===== src/rtl/dmem_arbiter.sv =====
// Round-robin arbiter sharing one single-port data memory between the CPU data
// port and the video/debug DMA port. One transaction in flight at a time, with
// a watchdog that forces completion if the memory never acknowledges.
module dmem_arbiter #(
  parameter int          AW       = 8,
  parameter int          TIMEOUT  = 16,
  parameter logic [31:0] ERR_DATA = 32'hDEADBEEF
) (
  input  logic          clk,
  input  logic          reset,
  input  logic          cpu_req,
  input  logic          cpu_wr_en,
  input  logic [AW-1:0] cpu_addr,
  input  logic [31:0]   cpu_wdata,
  output logic [31:0]   cpu_rdata,
  output logic          cpu_ack,
  input  logic          vid_req,
  input  logic          vid_wr_en,
  input  logic [AW-1:0] vid_addr,
  input  logic [31:0]   vid_wdata,
  output logic [31:0]   vid_rdata,
  output logic          vid_ack,
  output logic          mem_req,
  output logic          mem_wr_en,
  output logic [AW-1:0] mem_addr,
  output logic [31:0]   mem_wdata,
  input  logic [31:0]   mem_rdata,
  input  logic          mem_ack,
  output logic          timeout_err
);

  localparam int CW = $clog2(TIMEOUT) + 1;
  localparam logic OWN_CPU = 1'b0;
  localparam logic OWN_VID = 1'b1;

  typedef enum logic [1:0] {IDLE, BUSY, DONE} state_t;

  state_t          state_q, state_d;
  logic            owner_q, owner_d;
  logic            last_grant_q, last_grant_d;
  logic [CW-1:0]   cnt_q, cnt_d;
  logic            mem_req_q, mem_req_d;
  logic            mem_wr_en_q, mem_wr_en_d;
  logic [AW-1:0]   mem_addr_q, mem_addr_d;
  logic [31:0]     mem_wdata_q, mem_wdata_d;
  logic [31:0]     cpu_rdata_q, cpu_rdata_d;
  logic [31:0]     vid_rdata_q, vid_rdata_d;
  logic            cpu_ack_q, cpu_ack_d;
  logic            vid_ack_q, vid_ack_d;
  logic            timeout_err_q, timeout_err_d;
  logic            winner;

  // Next-state and next-output computation for the IDLE -> BUSY -> DONE sequence.
  always_comb begin
    state_d       = state_q;
    owner_d       = owner_q;
    last_grant_d  = last_grant_q;
    cnt_d         = cnt_q;
    mem_req_d     = mem_req_q;
    mem_wr_en_d   = mem_wr_en_q;
    mem_addr_d    = mem_addr_q;
    mem_wdata_d   = mem_wdata_q;
    cpu_rdata_d   = cpu_rdata_q;
    vid_rdata_d   = vid_rdata_q;
    cpu_ack_d     = 1'b0;
    vid_ack_d     = 1'b0;
    timeout_err_d = timeout_err_q;
    winner        = OWN_CPU;

    case (state_q)
      IDLE: begin
        // On contention the side that did not win last time gets the memory.
        if (cpu_req && vid_req) begin
          winner = (last_grant_q == OWN_CPU) ? OWN_VID : OWN_CPU;
        end else begin
          winner = cpu_req ? OWN_CPU : OWN_VID;
        end
        if (cpu_req || vid_req) begin
          owner_d      = winner;
          last_grant_d = winner;
          cnt_d        = '0;
          mem_req_d    = 1'b1;
          mem_wr_en_d  = (winner == OWN_CPU) ? cpu_wr_en : vid_wr_en;
          mem_addr_d   = (winner == OWN_CPU) ? cpu_addr  : vid_addr;
          mem_wdata_d  = (winner == OWN_CPU) ? cpu_wdata : vid_wdata;
          state_d      = BUSY;
        end
      end

      BUSY: begin
        cnt_d = cnt_q + CW'(1);
        // A real ack takes priority over a watchdog expiry in the same cycle.
        if (mem_ack || (cnt_q == CW'(TIMEOUT - 1))) begin
          if (mem_ack) begin
            if (!mem_wr_en_q) begin
              if (owner_q == OWN_CPU) cpu_rdata_d = mem_rdata;
              else                    vid_rdata_d = mem_rdata;
            end
          end else begin
            if (owner_q == OWN_CPU) cpu_rdata_d = ERR_DATA;
            else                    vid_rdata_d = ERR_DATA;
            timeout_err_d = 1'b1;
          end
          cpu_ack_d   = (owner_q == OWN_CPU);
          vid_ack_d   = (owner_q == OWN_VID);
          mem_req_d   = 1'b0;
          mem_wr_en_d = 1'b0;
          state_d     = DONE;
        end
      end

      DONE: begin
        // Requests are ignored here; the requester drops req on seeing ack.
        state_d = IDLE;
      end

      default: state_d = IDLE;
    endcase
  end

  // State and output registers; reset aborts any transaction immediately.
  always_ff @(posedge clk or posedge reset) begin
    if (reset) begin
      state_q       <= IDLE;
      owner_q       <= OWN_CPU;
      last_grant_q  <= OWN_VID;
      cnt_q         <= '0;
      mem_req_q     <= 1'b0;
      mem_wr_en_q   <= 1'b0;
      mem_addr_q    <= '0;
      mem_wdata_q   <= '0;
      cpu_rdata_q   <= '0;
      vid_rdata_q   <= '0;
      cpu_ack_q     <= 1'b0;
      vid_ack_q     <= 1'b0;
      timeout_err_q <= 1'b0;
    end else begin
      state_q       <= state_d;
      owner_q       <= owner_d;
      last_grant_q  <= last_grant_d;
      cnt_q         <= cnt_d;
      mem_req_q     <= mem_req_d;
      mem_wr_en_q   <= mem_wr_en_d;
      mem_addr_q    <= mem_addr_d;
      mem_wdata_q   <= mem_wdata_d;
      cpu_rdata_q   <= cpu_rdata_d;
      vid_rdata_q   <= vid_rdata_d;
      cpu_ack_q     <= cpu_ack_d;
      vid_ack_q     <= vid_ack_d;
      timeout_err_q <= timeout_err_d;
    end
  end

  assign mem_req     = mem_req_q;
  assign mem_wr_en   = mem_wr_en_q;
  assign mem_addr    = mem_addr_q;
  assign mem_wdata   = mem_wdata_q;
  assign cpu_rdata   = cpu_rdata_q;
  assign vid_rdata   = vid_rdata_q;
  assign cpu_ack     = cpu_ack_q;
  assign vid_ack     = vid_ack_q;
  assign timeout_err = timeout_err_q;

endmodule


===== config.mk =====
export PLATFORM = sky130hd
export DESIGN_NAME = dmem_arbiter
export DESIGN_NICKNAME = d
export VERILOG_FILES = /design/src/rtl/dmem_arbiter.sv
export SDC_FILE = /design/constraint.sdc
export NUM_CORES = 1
export LEC_CHECK = 0
export BUFFER_PORTS_ARGS = -buffer_cell sky130_fd_sc_hd__buf_2
export CORE_MARGIN = 8
export CORE_UTILIZATION = 45
export CTS_CLUSTER_DIAMETER = 80
export CTS_CLUSTER_SIZE = 28
export DETAILED_ROUTE_END_ITERATION = 8
export PLACE_DENSITY = 0.8
export REMOVE_ABC_BUFFERS = 1
export SYNTH_ARGS = -nofsm -noshare
export SYNTH_HDL_FRONTEND = slang
export SYNTH_SLANG_ARGS = --single-unit

===== constraint.sdc =====
create_clock -name clk -period 5.7 [get_ports clk]
set_clock_uncertainty 0.05 [all_clocks]
set_input_delay 0.57 -clock clk [delete_from_list [all_inputs] [get_ports clk]]
set_output_delay 0.57 -clock clk [all_outputs]
set_load 0.02 [all_outputs]

# Word level (Yosys, flattened, before mapping)
# Index checks and enable logic that the tools add are counted.
[classes]
eq_ne = 7
bitwise = 2
n_addsub = 1
mux = 29
n_reduce_logical = 14
[ops]
columns = ["cell", "count"]
rows = [
  ["32-bit two-way mux", 9],
  ["1-bit two-way mux", 12],
  ["5-bit one-hot mux with 2 select lines", 1],
  ["5-bit AND reduction", 2],
  ["8-bit two-way mux", 1],
  ["2-bit != test (second input constant)", 4],
  ["2-bit AND reduction", 3],
  ["3-bit AND reduction", 2],
  ["2-bit nonzero test", 3],
  ["5-bit by 1-bit adder with 5-bit output (second input constant)", 1],
  ["5-bit by 4-bit equality test with 1-bit output (second input constant)", 1],
  ["5-bit two-way mux", 1],
  ["2-bit two-way mux", 2],
  ["1-bit one-hot mux with 2 select lines", 2],
  ["2-bit one-hot mux with 2 select lines", 1],
  ["2-bit by 1-bit equality test with 1-bit output (second input constant)", 1],
  ["2-bit zero test", 1],
  ["1-bit logical OR", 2],
  ["2-bit by 1-bit != test with 1-bit output (second input constant)", 1],
  ["1-bit inverter", 2],
  ["1-bit logical AND", 1],
]
[word_totals]
wordCells = 66
regBits = 118

# Logic depth before layout (Yosys ltp)
[logic_depth]
ltp_word = 6
depth_mapped = 7

# Worst setup path after synthesis
# OpenSTA, ideal clock, no wires.
[synth_timing]
path_type = "flip-flop to flip-flop"
startpoint = "register cnt_q[0]"
endpoint = "register cpu_rdata_q[20] (netlist: cpu_rdata[20])"
setup_ps = 125
t_arrival_ps = 1935
required_ps = 5525
stages_incl_launch_ff = 8
setup_slack_ps = 3590
path_cell_list = "dfrtp_1 > ha_1 > and3_1 > ha_1 > nor2_1 > a2111oi_4 > buf_6 > mux2_4"
[synth_between]
elab_chain_cells = 3
[synth_lines]
columns = ["item", "line_no", "rtl"]
rows = [
  ["from (decl)", "41", "logic [CW-1:0] cnt_q, cnt_d;"],
  ["from (signal assigned)", "141", "cnt_q <= cnt_d;"],
  ["5-bit by 4-bit equality test with 1-bit output", "93", "if (mem_ack || (cnt_q == CW'(TIMEOUT - 1))) begin"],
  ["1-bit logical OR", "93", ""],
  ["5-bit AND reduction (no line)", "-", ""],
  ["to (signal assigned)", "146", "cpu_rdata_q <= cpu_rdata_d;"],
  ["to (decl)", "46", "logic [31:0] cpu_rdata_q, cpu_rdata_d;"],
]
# Every way passes these cells.
# A chain may end at the register's enable or synchronous reset.

# Worst setup path after layout
[layout_timing]
startpoint = "register cnt_q[0]"
endpoint = "register vid_rdata_q[20] (netlist: vid_rdata[20])"
[layout_between]
elab_chain_cells = 3
[layout_lines]
columns = ["item", "line_no", "rtl"]
rows = [
  ["5-bit by 4-bit equality test with 1-bit output", "93", ""],
  ["1-bit logical OR", "93", ""],
  ["5-bit AND reduction (no line)", "-", ""],
  ["to (signal assigned)", "147", "vid_rdata_q <= vid_rdata_d;"],
  ["to (decl)", "47", "logic [31:0] vid_rdata_q, vid_rdata_d;"],
]
# Every way passes these cells.

==> impl_metrics.csv <==
group,metric,value,unit
placed_design,placed_area,6470,um^2
setup_path,startpoint_type,"register",
run_status,status,"finished clean",
setup_path,cp.required,5.94,ns
global_route,grt_use_met3,0.103,
cells_and_area,final_cell_area,7040,um^2
sta,fmax,387,MHz
cells_and_area,utilization,0.614,
clocking,cts.repair.resized,0,
synthesis,synth_cell_types,33,
global_route,gr-usage-met1,0.249,
power_and_ir_drop,pwr-share-comb,0.416,
clocking,cts.sinks,118,
clocking,cts-root-buf,"clkbuf_16",
floorplanning,rows,39,
routing,drt-total-wl,15800,um
power_and_ir_drop,p_sw,1.74,mW
floorplanning,ioPinCount,228,
sta,setup_slack,3.11,ns
floorplanning,start_util,0.461,
global_route,antenna_found_initial,0,
power_and_ir_drop,peakVddDrop,0.000399,V
synthesis,ys_async_sr_fraction,1.00,
sta,hold_slack,0.225,ns
global_route,grt_max_degree,64,
placed_design,dp.cells,802,
clocking,h-tree-depth,4,
global_route,grt_pass1_vias,4871,
synthesis,syn_inst,468,
synthesis,yosysSeqAreaShare,0.559,
synthesis,synth-seq-cells,118,
routing,ant_nets,0,
global_route,grt_use_met2,0.302,
sta,slew_viol_final,0,
routing,dr.pass1.iters,6,
global_route,grtUsageTotal,0.203,
sta,finalCriticalPeriod,2.59,ns
sta,grt_setup_unrepaired,"false",
synthesis,yosys_warnings,0,
cells_and_area,mostFrequentLayoutCell,"buf_2",
cells_and_area,syn_to_final_growth,33.1,%
routing,detail_route.wl_per_cell,18.9,um
synthesis,synthFlopType,"dfrtp_1",
floorplanning,die_h,124,um
clocking,cts.clk_slew.worst_paths,0.05,ns
power_and_ir_drop,p_int,2.57,mW
floorplanning,die_w,124,um
clocking,post_cts_buffers,0,
floorplanning,coreArea,11500,um^2
global_route,grt_pass1_wl,25900,um
sta,fin_setup_tns,0,ns
cells_and_area,seq_area,2950,um^2
sta,finalHoldViolCount,0,
sta,fin_crit_sh,0.454,
placed_design,place_congestion,0.781,
power_and_ir_drop,p_sw_frac,0.403,
routing,via_per_inst,5.49,
placed_design,pre_cts_slack,2.93,ns
clocking,hold_buffers,0,
placed_design,dpl.hpwl,11100,um
sta,relSlewSlack,0.245,
power_and_ir_drop,p_leak,3.20,nW
power_and_ir_drop,seqPwrFrac,0.350,
routing,drc,0,
job,max-cap-violations,0,
placed_design,numPortBuffers,227,
cells_and_area,layout_common_cells,"227 x buf_2, 117 x dfrtp_1, 48 x mux2_2",
setup_path,criticalPathCategory,"register to register",
clocking,clk_path_buf_depth,2,
cells_and_area,antennaDiodeCount,0,
cells_and_area,final_cells,834,
power_and_ir_drop,clkPwrFrac,0.234,
floorplanning,die-area,15500,um^2
sta,tightest_slew,1.13,ns
cells_and_area,nets,799,
sta,setup_viol,0,
cells_and_area,multi_input_area,2130,um^2
synthesis,synth_area,5290,um^2
clocking,cts_tree,"done",
clocking,clk_latency,0.40,ns
clocking,cts_inserted_buffers,17,
routing,vias,4577,
setup_path,crit_path_end_kind,"register",
synthesis,avgSynthCellArea,11.3,um^2
cells_and_area,layout-drive-gt1-share,0.480,
global_route,gr-total-overflow,0,
cells_and_area,final.fill_count,909,
routing,drtIter0Drc,381,
synthesis,synth_enable_flop_cells,0,
worst_hold_path,hold_class,"input port to asynchronous set/reset pin",
power_and_ir_drop,pwr_density_cell,611,nW/um^2
global_route,gr-max-usage-layer,"met2",
setup_path,cp_max_fo,32,
power_and_ir_drop,total_power,4.30,mW
setup_path,worstPathArrival,2.82,ns
critical path, stage by stage (launching register included):
cell and delay (ns):
dfrtp_1 0.41, ha_1 0.24, and3_1 0.19, ha_1 0.24
o2111ai_4 0.90, mux2_2 0.43
synth_stat cells (2+ instances only):
cell,number,area (um^2)
dfrtp_1,117,2930
mux2_2,48,541
o21ai_0,45,225
a21oi_1,44,220
a31oi_1,42,263
nand3_1,42,210
clkbuf_1,28,105
nand2b_1,26,163
buf_2,10,50.1
mux2_4,10,150
and2_1,9,56.3
nand2_1,7,26.3
inv_1,6,22.5
mux2_1,6,67.6
nor2_1,5,18.8
buf_6,4,45.0
ha_1,2,25.0
or2_2,2,12.5
final cells by class:
| type | instances | area share |
|---|---|---|
| tap | 143 | 0.0254 |
| multi-input combinational | 302 | 0.303 |
| timing repair buffer | 233 | 0.168 |
| clock buffer | 21 | 0.0668 |
| inverter | 6 | 0.00355 |
| clock inverter | 11 | 0.0142 |
| sequential | 118 | 0.420 |
metal layers:
layer | vias to the layer above | part of all wire
li1 | 2113 | -
met1 | 2191 | 0.42
met2 | 250 | 0.45
met3 | 23 | 0.12
met4 | 0 | 0.013
met5 | - | 0
cell families after synthesis:
family	count (synthesis)	synth area share
AOI/OAI and AO/OA	140	0.152
DFF	118	0.559
and+or+nand+nor	95	0.0970
muxes	65	0.145
buffers and inverters	48	0.0421
adders and majority gates	2	0.00473
flip-flops by register name (all words and copies together) (netlist names):
register      cells
cnt_q             5
cpu_ack           1
cpu_rdata        32
last_grant_q      1
mem_addr          8
mem_req           1
mem_wdata        32
mem_wr_en         1
owner_q           1
state_q           2
timeout_err       1
vid_ack           1
vid_rdata        32
worst paths after layout:
path	to	cells past startpoint	from	slack, ns
worst max register to register	vid_rdata[20]	5	cnt_q[0]	3.11
min in group clk	mem_wdata[12]	3	vid_wdata[12]	0.38
worst max-delay path	vid_rdata[20]	5	cnt_q[0]	3.11
worst min-delay path	cpu_rdata[29]	2	reset	0.22
max in group asynchronous	timeout_err	3	reset	4.10
worst min register to register	timeout_err	1	timeout_err	0.42
power groups by stage:
stage               registers [mW]  clock network, mW  logic (mW)
CTS                           1.50               1.03        1.82
finish                        1.51               1.01        1.79
detailed placement            1.50                  0        1.81
global route                  1.55               1.07        1.94
floorplan                     1.94                  0       0.664
global placement              1.48                  0        1.77
(Power assumes the default switching activity.)
